**src/rtl/sprite_rom_arbiter.sv**
```systemverilog
// Round-robin arbiter sharing one registered sprite ROM between NUM_REQ pixel requesters.
// Fixed two-cycle request-to-response pipeline; out-of-range coordinates return TRANSPARENT.
module sprite_rom_arbiter #(
    parameter int         NUM_REQ     = 4,
    parameter int         SPR_W       = 126,
    parameter int         SPR_H       = 60,
    parameter logic [3:0] TRANSPARENT = 4'h0
) (
    input  logic                 Clk,
    input  logic                 Reset,
    input  logic [NUM_REQ-1:0]   req,
    input  logic [NUM_REQ*7-1:0] req_x,
    input  logic [NUM_REQ*6-1:0] req_y,
    output logic [NUM_REQ-1:0]   grant,
    output logic [12:0]          rom_addr,
    input  logic [3:0]           rom_data,
    output logic [NUM_REQ-1:0]   rsp_valid,
    output logic [3:0]           rsp_data,
    output logic                 rsp_oob
);

    localparam int IW = $clog2(NUM_REQ);

    logic [IW-1:0] last_grant;
    logic [IW-1:0] win_idx;
    logic [IW-1:0] cand;
    logic          found;
    logic [6:0]    sel_x;
    logic [5:0]    sel_y;
    logic          sel_oob;
    logic [12:0]   sel_addr;

    logic          s1_valid;
    logic [IW-1:0] s1_idx;
    logic          s1_oob;

    // Search starts just past the last winner, so the previous winner ends up last in line.
    always_comb begin
        found   = 1'b0;
        win_idx = '0;
        cand    = '0;
        for (int k = 0; k < NUM_REQ; k++) begin
            cand = IW'((int'(last_grant) + 1 + k) % NUM_REQ);
            if (!found && req[cand]) begin
                found   = 1'b1;
                win_idx = cand;
            end
        end
        if (Reset) begin
            found = 1'b0;
        end
        grant = '0;
        if (found) begin
            grant[win_idx] = 1'b1;
        end
    end

    always_comb begin
        sel_x = '0;
        sel_y = '0;
        for (int k = 0; k < NUM_REQ; k++) begin
            if (win_idx == IW'(k)) begin
                sel_x = req_x[k*7 +: 7];
                sel_y = req_y[k*6 +: 6];
            end
        end
        sel_oob  = (int'(sel_x) >= SPR_W) || (int'(sel_y) >= SPR_H);
        sel_addr = 13'(sel_y) * 13'(SPR_W) + 13'(sel_x);
    end

    always_ff @(posedge Clk) begin
        if (Reset) begin
            last_grant <= IW'(NUM_REQ - 1);
            rom_addr   <= '0;
            s1_valid   <= 1'b0;
            s1_idx     <= '0;
            s1_oob     <= 1'b0;
            rsp_valid  <= '0;
            rsp_oob    <= 1'b0;
        end else begin
            if (found) begin
                last_grant <= win_idx;
                if (!sel_oob) begin
                    rom_addr <= sel_addr;
                end
            end
            s1_valid  <= found;
            s1_idx    <= win_idx;
            s1_oob    <= sel_oob;
            rsp_valid <= s1_valid ? (NUM_REQ'(1) << s1_idx) : '0;
            rsp_oob   <= s1_valid & s1_oob;
        end
    end

    // The ROM's own output register lands in the response cycle; the select terms are registers,
    // so this mux stays glitch-free and reads zero while no response is valid.
    assign rsp_data = (|rsp_valid) ? (rsp_oob ? TRANSPARENT : rom_data) : 4'h0;

endmodule
```
**config.mk**
```make
export PLATFORM = sky130hd
export DESIGN_NAME = sprite_rom_arbiter
export DESIGN_NICKNAME = d
export VERILOG_FILES = /design/src/rtl/sprite_rom_arbiter.sv
export SDC_FILE = /design/constraint.sdc
export NUM_CORES = 1
export LEC_CHECK = 0
export BUFFER_PORTS_ARGS = -buffer_cell sky130_fd_sc_hd__buf_2
export CAP_MARGIN = 5
export CORE_AREA = 8 8 80 82
export DETAILED_ROUTE_END_ITERATION = 7
export DIE_AREA = 0 0 88 90
export GPL_TIMING_DRIVEN = 0
export HOLD_SLACK_MARGIN = 0.06
export PLACE_DENSITY = 0.79
export SETUP_SLACK_MARGIN = 0.15
export SLEW_MARGIN = 30
export SYNTH_ARGS = -nofsm -noshare
export SYNTH_HDL_FRONTEND = slang
export SYNTH_SLANG_ARGS = --single-unit
export TNS_END_PERCENT = 20
```
**constraint.sdc**
```tcl
create_clock -name Clk -period 7.25 [get_ports Clk]
set_input_delay 1.0875 -clock Clk [delete_from_list [all_inputs] [get_ports Clk]]
set_output_delay 1.0875 -clock Clk [all_outputs]
set_load 0.005 [all_outputs]
```
==> results of run 1 <==
[layer usage]
metal | global-route usage [%] | up-vias | part of all wire, %
li1 | - | 1157 | -
met5 | 0 | - | 0
met3 | 2.55 | 12 | 6.9
met2 | 31.4 | 67 | 53
met4 | 4.30 | 0 | 1.9
met1 | 16.7 | 1103 | 38
[cell usage after synthesis, types with 3 or more instances]
cell      number  share of area, %
a211oi_1       6               1.8
a21o_1         3              0.90
a21oi_1       19               3.8
and2_1         7               1.7
and3b_1        3               1.0
buf_2          3              0.60
clkbuf_1       4              0.60
dfxtp_1       24                19
fa_1          14                11
ha_1          27                13
inv_1         33               4.9
mux2_2         5               2.2
mux2i_1       22               8.8
nand2_1        9               1.3
nand2b_1       3              0.75
nand3_1        6               1.2
nor2_1        18               2.7
nor2b_1        4              0.99
nor3b_1        3              0.90
o21a_1         4               1.2
o21ai_0       18               3.6
xnor2_1       11               3.8
[layout by cell type (no fill, tap or decap), types with 2 or more instances in the layout]
master | netlist | final
buf_2 | 3 | 89
inv_1 | 33 | 33
ha_1 | 27 | 27
dfxtp_1 | 24 | 24
mux2i_1 | 22 | 21
a21oi_1 | 19 | 19
nor2_1 | 18 | 18
o21ai_0 | 18 | 18
fa_1 | 14 | 14
xnor2_1 | 11 | 11
nand2_1 | 9 | 9
and2_1 | 7 | 7
nand3_1 | 6 | 6
a211oi_1 | 6 | 6
mux2_2 | 5 | 5
clkbuf_1 | 4 | 4
nor2b_1 | 4 | 4
o21a_1 | 4 | 4
nand2b_1 | 3 | 3
nor3b_1 | 3 | 3
and3b_1 | 3 | 3
a21o_1 | 3 | 3
clkbuf_8 | 0 | 3
nor3_1 | 2 | 2
a211oi_2 | 2 | 2
mux2i_2 | 1 | 2
mux4_2 | 2 | 2
nor4_1 | 2 | 2
or2_2 | 2 | 2
xor2_1 | 2 | 2
and3_1 | 2 | 2
o31a_1 | 2 | 2
[power groups by stage]
| stage | clock [mW] | sequential (mW) | combinational [mW] |
|---|---|---|---|
| after CTS | 0.114 | 0.188 | 1.59 |
| final | 0.114 | 0.188 | 1.59 |
| after global routing | 0.121 | 0.192 | 1.84 |
| after global placement | 0 | 0.191 | 1.53 |
| after floorplan | 0 | 0.191 | 1.27 |
| after detailed placement | 0 | 0.191 | 1.58 |
[how the worst min path moves through the flow]
stage                                  from  cells past startpoint                  to  slack, ns
after CTS                 s1_oob$_SDFF_PP0_                      1  rsp_oob$_SDFF_PP0_       0.45
after detailed placement  s1_oob$_SDFF_PP0_                      1  rsp_oob$_SDFF_PP0_       0.43
after floorplan           s1_oob$_SDFF_PP0_                      1  rsp_oob$_SDFF_PP0_       0.41
after global routing      s1_oob$_SDFF_PP0_                      1  rsp_oob$_SDFF_PP0_       0.48
after global placement    s1_oob$_SDFF_PP0_                      1  rsp_oob$_SDFF_PP0_       0.41
final                     s1_oob$_SDFF_PP0_                      1  rsp_oob$_SDFF_PP0_       0.44
[what timing repair did]
action	in CTS	in global routing
endpoints found under the hold margin	0	0
endpoints found under the setup margin	0	4
gates resized for setup	0	2
[registers in the layout (all words and copies together) (netlist names)]
name	cells
rom_addr	13
rsp_valid	4
last_grant	2
s1_idx	2
rsp_oob	1
s1_oob	1
s1_valid	1
[cells by family after synthesis]
logic type | Yosys count | share of synthesized area [%]
adder cells (fa/ha/maj) | 41 | 24.6
AO/OA/AOI/OAI | 62 | 15.7
AND/OR/NAND/NOR | 68 | 14.7
buffers and inverters | 43 | 7.01
multiplexers | 31 | 14.4
flip-flops | 24 | 19.1
XOR/XNOR | 13 | 4.53
[per-stage QoR]
step | total power, mW | hold slack (ns)
floorplan | 1.47 | 0.406
global placement | 1.72 | 0.409
detailed placement | 1.77 | 0.427
CTS | 1.89 | 0.447
global route | 2.15 | 0.475
finish | 1.90 | 0.444
[layout make-up]
class                   instances  share of cell area [%]
clock buffers                   3                    1.33
repair buffers                 86                    13.8
inverters                      33                    3.98
plain buffers                  10                    1.69
well taps                      72                    2.90
multi-input cells             215                    59.9
clock inverters                 1                   0.965
flip-flops and latches         24                    15.4
==> flow_metrics.tcl, run 1 <==
set metrics [dict create \
    die_h_um 90 \
    min_path_type "flop to flop" \
    first_iter_violations 78 \
    clock_sinks 24 \
    clkPwrFrac_pct 6.0 \
    cp_data_required_time_ns 7.40 \
    final_area_um2 3110 \
    timing.rr.end "rom_addr[12]$_SDFFE_PP0P_" \
    fin_nets 476 \
    yosys_register_bits 24 \
    path_depth 21 \
    max_stage_delay_ns 0.57 \
    status "finished clean" \
    place_inst 440 \
    fin_tns_setup_ns 0 \
    critPathLaunchType "input port" \
    synthArstFlopShare_pct 0 \
    tightest_slew_ns 0.550 \
    cap_viol_max_count 0 \
    clockBufferDepth 2 \
    gp_congestion 0.799 \
    ff2ff_path_depth 20 \
    critPathMaxFanout 10 \
    finalHoldViolations 0 \
    post_cts_buffers 0 \
    grt_pass1_vias 2455 \
    syn_inst 282 \
    io_pins 88 \
    htree_num_levels 1 \
    die_area_um2 7920 \
    crit_type "input port to flop" \
    p_sw_share_pct 47.2 \
    fin_cells 444 \
    rows 27 \
    seq_area_frac_synth_pct 19.1 \
    cts_tree "done" \
    cp-startpoint "req[0]" \
    fin_util_pct 59.4 \
    via_per_inst 5.27 \
    ant_nets 0 \
    routedWlPerCell_um 14.5 \
    syn_nets 385 \
    synth-edff-count 0 \
    yosysWarnings 0 \
    r2r-start "last_grant[0]$_SDFFE_PP1P_" \
    fillCellCount 450 \
    avgSynthCellArea_um2 8.92 \
    hold_buffers 0 \
    clkLatencyLatePin_ns 0.26 \
    drt_pass1_iterations 7 \
    grt_max_degree 15 \
    portBuffers 86 \
    clock-root-buffer "clkbuf_8" \
    areaGrowthSynthToFinish_pct 23.7 \
    seq_power_share_pct 9.9 \
    crit_path_end "rom_addr[12]$_SDFFE_PP0P_" \
    clk_pin_slew_ns 0.08 \
    diodes 0 \
    p_leak_nw 1.58 \
    relSlewSlack_pct 63.3 \
    intPower_mw 1.00 \
    powerDensity_nw_per_um2 609 \
    rsz0062_at_grt "false" \
    end_kind "flop" \
    synth.distinct_cells 50 \
    start_util_pct 48.0 \
    syn-cell-area_um2 2510 \
    finalWorstSetupSlack_ns 0.675 \
    grt_pass1_wl_mm 10.5 \
    cp_num_buf_inv 5 \
    irDropWorstVdd_v 0.000497 \
    cp_top_family "adder cells" \
    p_sw_uw 894 \
    fin_skew_ns 0.00137 \
    drv_slew 0 \
    totalWireLength_mm 6.44 \
    finalSetupViolations 0 \
    finalCriticalPeriod_ns 6.57 \
    cpMaxStageDelayCell "fa_1" \
    path_cells "buf_2 -> or2_1 -> a311oi_1 -> buf_4 -> buf_2 -> buf_2 -> mux2i_1 -> mux2_2 -> fa_1 -> inv_1 -> fa_1 -> fa_1 -> ha_1 -> nor2b_1 -> o31a_1 -> a2111oi_1 -> o21ai_0 -> nor2_1 -> nand3_1 -> xnor2_1 -> o21ai_0" \
    ff_latch_area_um2 480 \
    track_usage_pct 16.1 \
    core-area_um2 5240 \
    pre_cts_slack_ns 0.246 \
    hpwl_mm 5.60 \
    drc 0 \
    multi_input_area_um2 1860 \
    grt_antenna_before_repair 0 \
    cts_made_buffers 3 \
    p_comb_share_pct 84.0 \
    max_freq_mhz 152 \
    postPlaceCellArea_um2 3040 \
    die_x_um 88 \
    fin_crit_sh_pct 90.7 \
    rrSetupSlack_ns 1.38 \
    ys.flop_type "dfxtp_1" \
    vias 2339 \
    cp.arrival_ns 6.72 \
    drive_above_1_share_pct 29.8 \
    grt_overflow_total 0 \
]
Note: power is estimated with default switching activity, not from simulation.
==> inputs of run 2 (changes only) <==
ABC_AREA = 1   (was not set)
CAP_MARGIN = 20   (was 5)
CORE_AREA = 8 8 84 86   (was 8 8 80 82)
DIE_AREA = 0 0 92 94   (was 0 0 88 90)
clock period = 7.36 ns   (was 7.25 ns; I/O delays follow)
==> run 2 against run 1 <==
Compared with the run above: count of clock-buffer cells in the layout did not move; sequential cell count stayed put; synthesized cell count up 46%; synthesized area grew 16%; wire length grew 10%; first-iteration DRC count is 59% higher; final area grew 13%; cell count grew 30%; clock skew increased by 0.00059 ns.
==> flow_metrics.tcl, run 2 <==
set metrics [dict create \
    hold_ws_ns 0.421 \
    crit_type "input port to flop" \
    clock_sinks 24 \
    cts_tree "done" \
    status "finished clean" \
    crit_path_end "rom_addr[12]$_SDFFE_PP0P_" \
    yosys_register_bits 24 \
    fin_nets 607 \
    yosysWarnings 0 \
    hold_buffers 0 \
    die_area_um2 8650 \
    grt_pass1_wl_mm 12.6 \
    critPathMaxFanout 10 \
    synthArstFlopShare_pct 0 \
    seq_area_frac_synth_pct 16.5 \
    syn_nets 515 \
    path_common_cell "nand2_1" \
    areaGrowthSynthToFinish_pct 20.6 \
    clockBufferDepth 2 \
    grt_util_met3_pct 4.32 \
    yosysMostFrequentCell "nand2_1" \
    ff2ff_path_depth 32 \
    fin_util_pct 61.1 \
    drv_slew 0 \
    avgSynthCellArea_um2 7.06 \
    use_met1_pct 19.3 \
    reg.largest.list "rom_addr: 13 flops, rsp_valid: 4 flops" \
    tightest_slew_ns 0.652 \
    rrSetupSlack_ns 1.33 \
    via_per_inst 4.96 \
    rows 28 \
    use_met2_pct 30.7 \
    grt_antenna_before_repair 0 \
    clk_pin_slew_ns 0.08 \
    first_iter_violations 124 \
    min_path_type "flop to flop" \
    track_usage_pct 17.0 \
    critPathLaunchType "input port" \
    synth_top_cell_area_share_pct 16.5 \
    post_cts_buffers 0 \
    diodes 0 \
    grt_pass1_vias 2975 \
    fin_tns_setup_ns 0 \
    grt_overflow_total 0 \
    drt_pass1_iterations 4 \
    max_stage_delay_ns 0.55 \
    die_x_um 92 \
    ys.flop_type "dfxtp_1" \
    end_kind "flop" \
    ant_nets 0 \
    max_freq_mhz 154 \
    grt_most_used_layer "met2" \
    totalWireLength_mm 7.09 \
    syn-cell-area_um2 2910 \
    finalCriticalPeriod_ns 6.48 \
    timing.rr.end "rom_addr[12]$_SDFFE_PP0P_" \
    cp.arrival_ns 6.64 \
    cts_made_buffers 3 \
    clock-root-buffer "clkbuf_8" \
    vias 2866 \
    largest_reg_flops 13 \
    rsz0062_at_grt "false" \
    pre_cts_slack_ns 0.579 \
    syn_inst 412 \
    cp-startpoint "req[3]" \
    cts_resized 0 \
    grt_max_degree 15 \
    start_util_pct 50.6 \
    synth.distinct_cells 45 \
    synth_common_cells "nand2_1 (99), inv_1 (67), nand3_1 (36)" \
    synth_area_leader_cell "dfxtp_1" \
    drive_above_1_share_pct 29.6 \
    routedWlPerCell_um 12.3 \
    finalSetupViolations 0 \
    relSlewSlack_pct 56.0 \
    layout_common_cells "nand2_1 (99), buf_2 (88), inv_1 (67)" \
    cp_data_required_time_ns 7.52 \
    largest-register "rom_addr" \
    synth-edff-count 0 \
    cpMaxStageDelayCell "fa_1" \
    drc 0 \
    core-area_um2 5750 \
    io_pins 88 \
    final_common_cell "nand2_1" \
    cap_viol_max_count 0 \
    r2r-start "last_grant[1]$_SDFFE_PP1P_" \
    gp_congestion 0.892 \
    finalHoldViolations 0 \
    fin_crit_sh_pct 88.0 \
    synth_area_leaders "dfxtp_1 (17%), nand2_1 (13%), ha_1 (12%), fa_1 (9.6%), inv_1 (8.6%)" \
    clkLatencyLatePin_ns 0.26 \
    fin_skew_ns 0.00195 \
    hpwl_mm 6.36 \
    die_h_um 94 \
    htree_num_levels 1 \
    portBuffers 87 \
    finalWorstSetupSlack_ns 0.885 \
]
## run 2: area by class of cell
| cell class | count | area [um2] |
|---|---|---|
| clock inverters | 1 | 30.0 |
| flip-flops and latches | 24 | 480 |
| clock buffers | 3 | 41.3 |
| fillers | 561 | 2240 |
| well taps | 75 | 93.8 |
| multi-input cells | 306 | 2060 |
| repair buffers | 87 | 435 |
| inverters | 74 | 282 |
| plain buffers | 8 | 88.8 |
## run 2: critical path: cells and delay by family
kind	cells	cell delay, ns
adders and majority gates	5	2.18
and+or+nand+nor	16	1.75
AOI/OAI and AO/OA	3	0.72
buffers and inverters	7	0.69
xor gates and xnor gates	1	0.17
## run 2: how the worst min path moves through the flow
stage                           start                  to  slack [ns]  cells after the start
floorplan           s1_oob$_SDFF_PP0_  rsp_oob$_SDFF_PP0_        0.40                      2
global placement    s1_oob$_SDFF_PP0_  rsp_oob$_SDFF_PP0_        0.41                      2
detailed placement  s1_oob$_SDFF_PP0_  rsp_oob$_SDFF_PP0_        0.41                      2
CTS                 s1_oob$_SDFF_PP0_  rsp_oob$_SDFF_PP0_        0.42                      2
global route        s1_oob$_SDFF_PP0_  rsp_oob$_SDFF_PP0_        0.43                      2
finish              s1_oob$_SDFF_PP0_  rsp_oob$_SDFF_PP0_        0.42                      2
## run 2: cells by family after synthesis
group,synth area share (%)
buf+inv,12.7
flops,16.5
compound gates,5.81
simple gates,39.5
xor+xnor,4.21
fa+ha+maj,21.2
## run 2: metrics by stage
stage	cell area (um2)	cells
floorplan	2910	412
global placement	3440	574
detailed placement	3440	574
CTS	3510	578
global route	3510	578
finish	3510	578
## run 2: layer usage
layer | part of all wire, % | wire, um
met3 | 7.4 | 525
met1 | 42 | 2990
met2 | 49 | 3460
met4 | 1.5 | 106
met5 | 0 | 0
Power of run 2 is not shown: default switching activity piles up to over one toggle a cycle in this logic, so the estimate is an artifact.
==> inputs of run 3 (changes only) <==
BUFFER_PORTS_ARGS = not set   (was -buffer_cell sky130_fd_sc_hd__buf_2)
CORE_AREA = 8 8 82 84   (was 8 8 84 86)
DIE_AREA = 0 0 90 92   (was 0 0 92 94)
DONT_BUFFER_PORTS = 1   (was not set)
PLACE_DENSITY = 0.69   (was 0.79)
==> run 3 against run 2 <==
Compared with the run above: clock skew down 0.00078 ns; utilization down 4.6 points; setup slack improved by 0.26 ns; via count down 13%; sequential cell count stayed put; largest cell class unchanged.
==> flow_metrics.tcl, run 3 (synthesis results as in run 2) <==
set metrics [dict create \
    cpMaxStageDelayCell "fa_1" \
    start_util_pct 53.8 \
    htree_num_levels 1 \
    gp_congestion 0.826 \
    grt_pass1_wl_mm 11.4 \
    critPathMaxFanout 10 \
    vias 2493 \
    clock_sinks 24 \
    pre_cts_slack_ns 0.829 \
    fin_nets 520 \
    fin_util_pct 56.5 \
    die_area_um2 8280 \
    finalHoldViolations 0 \
    reg.largest.list "rom_addr: 13 flops, rsp_valid: 4 flops" \
    ant_nets 0 \
    grt_overflow_total 0 \
    end_kind "flop" \
    fin_crit_sh_pct 84.4 \
    critPathLaunchType "input port" \
    place_inst 484 \
    crit_type "input port to flop" \
    drc 0 \
    grt_pass1_vias 2541 \
    finalSetupViolations 0 \
    grt_antenna_before_repair 0 \
    status "finished clean" \
    cp_data_required_time_ns 7.52 \
    relSlewSlack_pct 59.9 \
    largest_reg_flops 13 \
    cts_resized 0 \
    drt_pass1_iterations 5 \
    core-area_um2 5410 \
    fin_tns_setup_ns 0 \
    clock-root-buffer "clkbuf_8" \
    io_pins 88 \
    cp.arrival_ns 6.37 \
    track_usage_pct 16.0 \
    max_stage_delay_ns 0.55 \
    path_common_cell "nand2_1" \
    totalWireLength_mm 6.51 \
    clk_pin_slew_ns 0.07 \
    finalWorstSetupSlack_ns 1.15 \
    cts_tree "done" \
    routedWlPerCell_um 13.3 \
    drive_above_1_share_pct 14.9 \
    post_cts_buffers 0 \
    rows 27 \
    final_common_cell "nand2_1" \
    finalCriticalPeriod_ns 6.21 \
    drv_slew 0 \
    via_per_inst 5.11 \
    cap_viol_max_count 0 \
    rsz0062_at_grt "false" \
    max_freq_mhz 161 \
    portBuffers 0 \
    fin_skew_ns 0.00117 \
    rrSetupSlack_ns 1.44 \
    min_path_type "flop to flop" \
    clockBufferDepth 2 \
    areaGrowthSynthToFinish_pct 4.99 \
    die_x_um 90 \
    clkLatencyLatePin_ns 0.26 \
    largest-register "rom_addr" \
    die_h_um 92 \
    fin_cells 488 \
    first_iter_violations 87 \
    tightest_slew_ns 0.594 \
    hpwl_mm 5.64 \
    diodes 0 \
    hold_buffers 0 \
    grt_max_degree 14 \
    layout_common_cells "nand2_1 (99), inv_1 (67), nand3_1 (36)" \
    cts_made_buffers 3 \
]
-- run 3: layout make-up --
class	instances	area, um2
fill	551	2350
clock buffer	4	55.1
inverter	74	282
buffer	8	88.8
sequential	24	480
tap	72	90.1
multi-input combinational	306	2060
-- run 3: worst max-delay path: cells and delay by family --
| kind | cells | cell delay, ns |
|---|---|---|
| adder cells (fa/ha/maj) | 5 | 2.15 |
| AO/OA/AOI/OAI | 3 | 0.72 |
| AND/OR/NAND/NOR | 15 | 1.58 |
| buffers and inverters | 7 | 0.65 |
| XOR/XNOR | 1 | 0.16 |
-- run 3: per-layer routing --
layer / up-vias / wire, um / track usage [%]
met5: - / 0 / 0
met4: 0 / 40 / 3.33
met3: 4 / 367 / 2.85
met2: 73 / 3040 / 28.0
met1: 1104 / 3060 / 20.0
li1: 1312 / - / -
-- run 3: per-stage QoR --
| stage | area, um2 | hold WS (ns) |
|---|---|---|
| after detailed placement | 3000 | 0.415 |
| after CTS | 3050 | 0.426 |
| after global routing | 3050 | 0.442 |
| final | 3050 | 0.424 |
| after floorplan | 2910 | 0.402 |
| after global placement | 3000 | 0.418 |
-- run 3: worst paths after layout --
path | startpoint | end | cells after the start
max | req[3] | rom_addr[12]$_SDFFE_PP0P_ | 31
min | s1_oob$_SDFF_PP0_ | rsp_oob$_SDFF_PP0_ | 2
max reg2reg | last_grant[0]$_SDFFE_PP1P_ | rom_addr[12]$_SDFFE_PP0P_ | 31
min reg2reg | s1_oob$_SDFF_PP0_ | rsp_oob$_SDFF_PP0_ | 2
Power of run 3 is left out for the same reason.
